## config.mk

```make
export PLATFORM = sky130hd
export DESIGN_NAME = dual_hbridge_cmd_ctrl
export DESIGN_NICKNAME = d
export VERILOG_FILES = /design/src/rtl/dual_hbridge_cmd_ctrl.sv
export SDC_FILE = /design/constraint.sdc
export NUM_CORES = 1
export LEC_CHECK = 0
export ABC_AREA = 1
export ABC_CLOCK_PERIOD_IN_PS = 4200
export CELL_PAD_IN_SITES_DETAIL_PLACEMENT = 0
export CELL_PAD_IN_SITES_GLOBAL_PLACEMENT = 1
export CORE_ASPECT_RATIO = 0.5
export CORE_UTILIZATION = 46
export CTS_CLUSTER_DIAMETER = 50
export DETAILED_ROUTE_END_ITERATION = 6
export HOLD_SLACK_MARGIN = 0.06
export PLACE_DENSITY_LB_ADDON = 0.05
export SYNTH_ARGS = -nofsm -noshare
export SYNTH_HDL_FRONTEND = slang
export SYNTH_SLANG_ARGS = --single-unit
```

## constraint.sdc

```tcl
create_clock -name clk -period 4.2 [get_ports clk]
set_input_delay 1.05 -clock clk [delete_from_list [all_inputs] [get_ports clk]]
set_output_delay 1.05 -clock clk [all_outputs]
set_load 0.01 [all_outputs]
```

## src/rtl/dual_hbridge_cmd_ctrl.sv

```systemverilog
// Command-driven PWM controller for two DC motor channels (A, B) feeding a
// dual H-bridge driver stage.
//
// Ports:
//   clk, rst            system clock, synchronous active-high reset
//   estop               emergency stop (level, active-high): forces COAST
//   cmd_valid/cmd_ready command handshake; cmd_ready depends on cmd_ch
//   cmd_ch              target channel (0=A, 1=B)
//   cmd_dir             00=COAST, 01=FWD, 10=REV, 11=BRAKE
//   cmd_duty            high count per PWM period
//   drv_in1..drv_in4    direction lines (A: in1/in2, B: in3/in4)
//   drv_enA, drv_enB    PWM enables
//   busy_a, busy_b      channel is in reversal dead-time
module dual_hbridge_cmd_ctrl #(
    parameter int unsigned PWM_WIDTH = 8,
    parameter int unsigned DEADTIME  = 16
) (
    input  logic                 clk,
    input  logic                 rst,
    input  logic                 estop,
    input  logic                 cmd_valid,
    output logic                 cmd_ready,
    input  logic                 cmd_ch,
    input  logic [1:0]           cmd_dir,
    input  logic [PWM_WIDTH-1:0] cmd_duty,
    output logic                 drv_in1,
    output logic                 drv_in2,
    output logic                 drv_in3,
    output logic                 drv_in4,
    output logic                 drv_enA,
    output logic                 drv_enB,
    output logic                 busy_a,
    output logic                 busy_b
);

    localparam int unsigned DW = (DEADTIME > 0) ? $clog2(DEADTIME + 1) : 1;

    typedef enum logic [2:0] {
        ST_COAST,
        ST_FWD,
        ST_REV,
        ST_BRAKE,
        ST_DEAD
    } state_t;

    typedef enum logic [1:0] {
        DIR_COAST = 2'b00,
        DIR_FWD   = 2'b01,
        DIR_REV   = 2'b10,
        DIR_BRAKE = 2'b11
    } dir_t;

    state_t               state_q     [2];
    state_t               state_d     [2];
    logic [PWM_WIDTH-1:0] duty_q      [2];
    logic [PWM_WIDTH-1:0] duty_d      [2];
    logic [PWM_WIDTH-1:0] pend_duty_q [2];
    logic [PWM_WIDTH-1:0] pend_duty_d [2];
    logic                 pend_fwd_q  [2];
    logic                 pend_fwd_d  [2];
    logic [DW-1:0]        dead_q      [2];
    logic [DW-1:0]        dead_d      [2];
    logic                 hi_q        [2];
    logic                 hi_d        [2];
    logic                 lo_q        [2];
    logic                 lo_d        [2];
    logic                 en_q        [2];
    logic                 en_d        [2];
    logic [PWM_WIDTH-1:0] cnt_q;
    logic [PWM_WIDTH-1:0] cnt_d;
    logic [1:0]           busy;
    logic                 accept;
    logic                 wrap;
    dir_t                 dir;

    assign busy[0]   = (state_q[0] == ST_DEAD);
    assign busy[1]   = (state_q[1] == ST_DEAD);
    assign cmd_ready = !estop && !busy[cmd_ch];
    assign accept    = cmd_valid && cmd_ready;
    assign dir       = dir_t'(cmd_dir);

    // State register (includes the registered drive outputs)
    always_ff @(posedge clk) begin
        if (rst) begin
            cnt_q <= '0;
            for (int unsigned ch = 0; ch < 2; ch++) begin
                state_q[ch]     <= ST_COAST;
                duty_q[ch]      <= '0;
                pend_duty_q[ch] <= '0;
                pend_fwd_q[ch]  <= 1'b0;
                dead_q[ch]      <= '0;
                hi_q[ch]        <= 1'b0;
                lo_q[ch]        <= 1'b0;
                en_q[ch]        <= 1'b0;
            end
        end else begin
            cnt_q <= cnt_d;
            for (int unsigned ch = 0; ch < 2; ch++) begin
                state_q[ch]     <= state_d[ch];
                duty_q[ch]      <= duty_d[ch];
                pend_duty_q[ch] <= pend_duty_d[ch];
                pend_fwd_q[ch]  <= pend_fwd_d[ch];
                dead_q[ch]      <= dead_d[ch];
                hi_q[ch]        <= hi_d[ch];
                lo_q[ch]        <= lo_d[ch];
                en_q[ch]        <= en_d[ch];
            end
        end
    end

    // Next-state logic
    always_comb begin
        logic load_now;
        logic want_fwd;
        logic reversal;
        cnt_d = cnt_q + 1'b1;
        wrap  = (cnt_q == '1);
        for (int unsigned ch = 0; ch < 2; ch++) begin
            state_d[ch]     = state_q[ch];
            duty_d[ch]      = duty_q[ch];
            pend_duty_d[ch] = pend_duty_q[ch];
            pend_fwd_d[ch]  = pend_fwd_q[ch];
            dead_d[ch]      = dead_q[ch];
            load_now        = 1'b0;
            want_fwd        = 1'b0;
            reversal        = 1'b0;
            if (estop) begin
                state_d[ch] = ST_COAST;
            end else if (accept && (cmd_ch == 1'(ch))) begin
                case (dir)
                    DIR_COAST: state_d[ch] = ST_COAST;
                    DIR_BRAKE: state_d[ch] = ST_BRAKE;
                    default: begin
                        want_fwd = (dir == DIR_FWD);
                        reversal = (DEADTIME > 0) &&
                                   (((state_q[ch] == ST_FWD) && !want_fwd) ||
                                    ((state_q[ch] == ST_REV) && want_fwd));
                        pend_duty_d[ch] = cmd_duty;
                        if (reversal) begin
                            state_d[ch]    = ST_DEAD;
                            pend_fwd_d[ch] = want_fwd;
                            dead_d[ch]     = DW'(DEADTIME);
                        end else begin
                            state_d[ch] = want_fwd ? ST_FWD : ST_REV;
                            // Starting from standstill there is no running
                            // waveform to protect, so apply the duty at once.
                            load_now = (state_q[ch] == ST_COAST) ||
                                       (state_q[ch] == ST_BRAKE);
                        end
                    end
                endcase
            end else if (state_q[ch] == ST_DEAD) begin
                // Counter loaded with DEADTIME; leaving on the value 1 gives
                // exactly DEADTIME cycles in DEAD.
                if (dead_q[ch] <= DW'(1)) begin
                    state_d[ch] = pend_fwd_q[ch] ? ST_FWD : ST_REV;
                    load_now    = 1'b1;
                end else begin
                    dead_d[ch] = dead_q[ch] - 1'b1;
                end
            end
            // Duty otherwise changes only at the period boundary so a
            // running PWM period is never cut short or stretched.
            if (load_now || wrap) begin
                duty_d[ch] = pend_duty_d[ch];
            end
        end
    end

    // Output logic
    always_comb begin
        logic pwm_on;
        for (int unsigned ch = 0; ch < 2; ch++) begin
            pwm_on   = (cnt_q < duty_q[ch]);
            hi_d[ch] = 1'b0;
            lo_d[ch] = 1'b0;
            en_d[ch] = 1'b0;
            case (state_q[ch])
                ST_FWD: begin
                    hi_d[ch] = 1'b1;
                    en_d[ch] = pwm_on;
                end
                ST_REV: begin
                    lo_d[ch] = 1'b1;
                    en_d[ch] = pwm_on;
                end
                ST_BRAKE: begin
                    hi_d[ch] = 1'b1;
                    lo_d[ch] = 1'b1;
                    en_d[ch] = 1'b1;
                end
                default: ;
            endcase
        end
    end

    assign drv_in1 = hi_q[0];
    assign drv_in2 = lo_q[0];
    assign drv_enA = en_q[0];
    assign drv_in3 = hi_q[1];
    assign drv_in4 = lo_q[1];
    assign drv_enB = en_q[1];
    assign busy_a  = busy[0];
    assign busy_b  = busy[1];

endmodule

```

## Word level (Yosys, flattened, before mapping)

Memory sizes are Yosys's and may differ from the RTL's.
Index checks and enable logic that the tools add are counted.

| word-level totals | value |
|---|---|
| register bits | 8 |
| memory bits (writable) | 56 |
| input port bits | 15 |
| output and inout bits | 9 |
| word-level logic and storage cells | 154 |
| memories kept | 8 |

Memories:

| memory | words | bits a word | rd ports | clocked after memory_dff | wr ports | RTL line | source |
|---|---|---|---|---|---|---|---|
| duty_q | 2 | 8 | 2 | 0 | 2 | 55 | `logic [PWM_WIDTH-1:0] duty_q [2];` |
| pend_duty_q | 2 | 8 | 2 | 0 | 2 | 57 | `logic [PWM_WIDTH-1:0] pend_duty_q [2];` |
| dead_q | 2 | 5 | 2 | 0 | 2 | 61 | `logic [DW-1:0] dead_q [2];` |
| state_q | 2 | 3 | 2 | 0 | 2 | 53 | `state_t state_q [2];` |
| en_q | 2 | 1 | 2 | 0 | 2 | 67 | `logic en_q [2];` |
| hi_q | 2 | 1 | 2 | 0 | 2 | 63 | `logic hi_q [2];` |
| 2 more memories | - | - | - | - | - | - |  |

| operators by class | value |
|---|---|
| add/sub/neg operators | 3 |
| magnitude comparators | 5 |
| eq/ne operators | 11 |
| muxes and demuxes | 82 |
| bitwise logic cells | 17 |
| reduce and logical (&&, ||, !) cells | 27 |

Operator list:

| kind | number |
|---|---|
| 8-bit 2-to-1 mux | 12 |
| 5-bit 2-to-1 mux | 14 |
| 1-bit 2-to-1 mux | 37 |
| 3-bit 2-to-1 mux | 12 |
| 8-bit < comparator | 2 |
| 1-bit bitwise OR | 16 |
| 2-bit OR reduction | 7 |
| 3-bit by 2-bit == test with 1-bit output (second input constant) | 4 |
| 3-bit one-hot mux with 2 select lines | 2 |
| 5-bit by 1-bit <= comparator with 1-bit output (second input constant) | 2 |
| 5-bit by 1-bit subtractor with 5-bit output (second input constant) | 2 |
| 8-bit by 1-bit adder with 8-bit output (second input constant) | 1 |
| 8-bit == test (second input constant) | 1 |
| 1-bit logical AND | 8 |
| 3-bit by 1-bit == test with 1-bit output (second input constant) | 2 |
| 3-bit == test (second input constant) | 2 |
| 3-bit logical NOT | 2 |
| 1-bit logical OR | 6 |
| 2-bit 2-to-1 mux | 3 |
| 1-bit one-hot mux with 2 select lines | 2 |
| 1-bit logical NOT | 3 |
| 2-bit by 1-bit == test with 1-bit output (second input constant) | 1 |
| 2-bit == test (second input constant) | 1 |
| 2-bit logical NOT | 1 |
| 2 further kinds | 2 |

## Logic depth before layout (Yosys ltp)

| depth | value |
|---|---|
| word-level depth | 12 |
| mapped depth | 12 |

## Least setup slack after synthesis

No wires, ideal clock.

| timing path | value |
|---|---|
| path type | input port to output port |
| start | in cmd_ch |
| end | out cmd_ready |
| data arrival time | 1425 ps |
| required time | 3150 ps |
| path slack | 1725 ps |
| cell stages on the path | 4 |
| buffers on the path | 0 |
| cell sequence | inv_1 > nand3_1 > nand2_1 > nor2_4 |

| on the way | value |
|---|---|
| word-level cells in the longest chain between the ends | 4 |

Ends and longest elaborated chain:

| item | RTL line | source |
|---|---|---|
| from (decl) | 23 | `input logic cmd_ch,` |
| 1-bit 2-to-1 mux (implied by the code) (2 in series) | 78 | `assign cmd_ready = !estop && !busy[cmd_ch];` |
| 1-bit logical NOT | 78 |  |
| 1-bit logical AND | 78 |  |
| to (decl) | 22 | `output logic cmd_ready,` |

No other way between the ends. The select of a mux whose other input is x is not followed.

## Worst setup path in the final report

Ends and elaborated chain as after synthesis.

==> results by group <==
Critical path
  – R2r setup slk: slightly above 2 ns
  – R2r startpoint: cnt_q[0]
  – WP data required: 3.15 ns
  – WP data arrival: 2.63 ns
  – CP max stage cell: clkdlybuf4s50_1
  – Top Family by Delay on Critical Path: buffers and inverters
  – Max stage delay on crit path: 0.57 ns
  – R2R depth: 12
  – Most used cell, CP: clkdlybuf4s50_1
  – WP depth: 6
  – CP startpoint kind: input port
  – R2r endpoint: duty_q[0][7]
  – Crit path buffers/inverters: 3
  – Crit-path max FO: 5
  – Cell Chain, Critical Path: clkdlybuf4s50_1 > inv_1 > nand3_1 > nand2_1 > nor2_4 > clkdlybuf4s50_1
  – Worst setup EP type: output port
  – WS Path Type: input port to output port

STA
  – Clock skew: between 0.003 and 0.004 ns
  – Least-Margin Pin Slew: roughly 0.73 ns
  – TNS Setup: 0 ns
  – Max Fclk: around 270 MHz
  – Fin. Hold Viols: 0
  – Final period util: 0.877
  – Max Slew Vio Count: 0
  – Endpoints failing setup: 0
  – Slew headroom: 0.510
  – RSZ-0062 raised after global routing: false
  – Min Clock Period, post-route: 3.68 ns

Logic synthesis
  – Biggest area consumer among synthesized cells: dfxtp_1
  – Post-synth top area share: 0.371
  – Count of cell types in the netlist: 34
  – Post-synth EDFFs: 0
  – Yosys reg bits: 64
  – Synth top area cells: dfxtp_1 37%, inv_1 10%, nand2_1 9.7%
  – Synthesized area: around 0.0035 mm^2
  – Syn_nets: around 530
  – Cell with the most instances after synthesis: inv_1
  – Synth warnings: 0
  – Sequential fraction of the synthesis area: 0.371
  – Syn Inst Count: about 500
  – Commonest cells post-synth: 92 x inv_1, 89 x nand2_1, 64 x dfxtp_1
  – Avg Cell Area, Syn: 6.96 um^2
  – Asr flop ratio synth: 0
  – Ys flop type: dfxtp_1

Power and ir drop
  – Power share of the combinational group: 0.087
  – Total power: roughly 1.4 mW
  – Peak VDD IR: 0.202 mV
  – Leak pwr: roughly 1.7 nW
  – Switching Fraction: 0.235
  – Seq pwr share: 0.440
  – Internal power: ~1.1 mW
  – Clk pwr share: 0.474
  – Sw power: 336 uW
  – Pwr dens: ~360 mW/mm^2

Die
  – Row count: 21
  – CORE AREA: 0.00696 mm^2
  – Die area: 0.00788 mm^2
  – Ports: 24
  – Die Span Y: about 63 um
  – Chip Width: ~120 um
  – Initial core utilization: 0.496

Place
  – DP Cell Count: about 600
  – Placer Congestion: around 0.79
  – PortBufs: 23
  – HPWL Detailed: roughly 5200 um

Global routing
  – GR peak layer: met2
  – Initial antenna violation count: 0
  – First-pass GRT wire length: about 13000 um
  – Number of global-route vias before repair: ~2.7k
  – GRT Util Overall: 0.204
  – Largest net degree at the start of global routing: 24
  – GR Layer Usage met3: 0.0680
  – Congestion Overflow GR: 0
  – Met2 GRT Util: 0.314
  – Met1 Use GR: 0.267

CTS
  – Setup bufs post-CTS: 0
  – TritonCTS buffer count: 9
  – Clock slew at reported path FFs: roughly 0.05 ns
  – Clock tree from TritonCTS: built
  – Resize count post-CTS: 0
  – Clock sinks: 64
  – CTS Buffer Depth: 2
  – Max H-tree Level: 3
  – Root Buffer: clkbuf_16
  – Hold buffer count at cts: 0
  – Clk Latency, worst-skew pair: around 0.33 ns

Routing
  – # DRC: 0
  – TritonRoute pass-1 iters: 4
  – WL/cell: roughly 12 um
  – Total wire length: slightly above 7000 um
  – Post-DRT Antenna Nets: 0
  – Vias per Instance: 4.80
  – Total number of vias: 2950
  – DR iter-0 viols: 146

Job
  – Number of max-cap violations: 0

Min path
  – Tightest Hold Check Type: flip-flop to flip-flop
  – WHS Path Cells: 2
  – Worst Hold Launch: dead_q[0][6]
  – Worst Hold End: dead_q[0][6]

Status
  – Outcome: complete, no violations

Layout
  – Cell Count, Final, Fillers Out: between 600 and 700
  – Antenna cells: 0
  – Synthesis-to-layout area growth: 15.8%
  – Layout Utilization: 0.574
  – Final #Nets: 554
  – Fraction of layout cells with a size suffix above 1: 0.0632
## sequential cells by signal, indices dropped and copies added (netlist names)
| name | flops |
|---|---|
| state_q | 6 |
| cnt_q | 8 |
| lo_q | 2 |
| pend_fwd_q | 2 |
| hi_q | 2 |
| duty_q | 16 |
| pend_duty_q | 16 |
| dead_q | 10 |
| en_q | 2 |
## power groups by stage
stage | registers [mW] | clock network, mW | logic [mW]
floorplan | 0.639 | 0 | 0.0847
global placement | 0.640 | 0 | 0.124
detailed placement | 0.641 | 0 | 0.124
CTS | 0.628 | 0.701 | 0.125
global route | 0.629 | 0.724 | 0.143
finish | 0.628 | 0.677 | 0.124
## worst register-to-register path: stages, from the launching register on
cell and delay, ns:
dfxtp_1 0.40, ha_1 0.19, nand2_1 0.07, nor2_1 0.09
inv_1 0.06, nor2_1 0.12, nand2_1 0.06, nor2_1 0.15
nand2_2 0.27, nand2_2 0.27, inv_1 0.15, nor2_1 0.17
nor2_1 0.06
## layer usage
layer	routed length, um	share of wire
met1	3840	0.53
met2	2970	0.41
met3	364	0.050
met4	57	0.0079
met5	0	0
## kinds of logic (layout without fill, tap and decap cells)
family | after synthesis | count (layout) | synth area share
xor gates and xnor gates | 7 | 7 | 0.0178
buffers and inverters | 107 | 133 | 0.126
AOI/OAI and AO/OA | 89 | 89 | 0.137
DFF | 64 | 64 | 0.371
adders and majority gates | 21 | 21 | 0.0761
and+or+nand+nor | 208 | 208 | 0.272
## cell type report
cell class              count  area (um^2)
clock inverters             3         17.5
clock buffers              12          256
fillers                   709         2970
multi-input cells         325         1740
inverters                  94          353
flip-flops and latches     64         1280
repair buffers             24          238
well taps                  92          115
## through the flow
stage / hold slack [ns] / area, um^2 / setup slack (ns)
2_1_floorplan: 0.424 / 3450 / 1.72
3_3_place_gp: 0.452 / 3720 / 0.563
3_5_place_dp: 0.453 / 3720 / 0.528
4_1_cts: 0.460 / 4000 / 0.526
5_1_grt: 0.487 / 4000 / 0.447
6_report: 0.460 / 4000 / 0.518
## cells in the final DEF (no fill, tap or decap)
cell | netlist | layout
nor3_4 | 1 | 1
ha_1 | 21 | 21
nor3_1 | 7 | 7
a31oi_1 | 2 | 2
inv_2 | 2 | 2
o21ai_1 | 1 | 1
nand2_1 | 89 | 89
nand4_4 | 1 | 1
nor2_4 | 1 | 1
clkbuf_8 | 2 | 2
clkinv_2 | 0 | 2
clkbuf_1 | 7 | 1
a41oi_1 | 1 | 1
nor3_2 | 1 | 1
xnor2_1 | 1 | 1
a21oi_1 | 35 | 35
nand3_4 | 1 | 1
a21oi_2 | 2 | 2
or2_2 | 2 | 2
nand3_1 | 29 | 29
and2_1 | 1 | 1
o211ai_1 | 1 | 1
nand2_2 | 2 | 2
buf_4 | 1 | 1
clkdlybuf4s50_1 | 0 | 23
inv_1 | 92 | 92
o21a_1 | 3 | 3
o21ai_0 | 43 | 43
clkinvlp_4 | 0 | 1
nor2_1 | 62 | 62
dfxtp_1 | 64 | 64
nand3_2 | 4 | 4
clkbuf_16 | 0 | 9
xor2_1 | 6 | 6
o21ai_2 | 1 | 1
nand4_1 | 7 | 7
## worst max-delay path by stage
stage	from	endpoint	slack [ns]
floorplan	cmd_ch	cmd_ready	1.72
global placement	cmd_ch	cmd_ready	0.56
detailed placement	cmd_ch	cmd_ready	0.53
CTS	cmd_ch	cmd_ready	0.53
global route	cmd_ch	cmd_ready	0.45
finish	cmd_ch	cmd_ready	0.52
No activity file was read; power rests on OpenSTA's default activity.
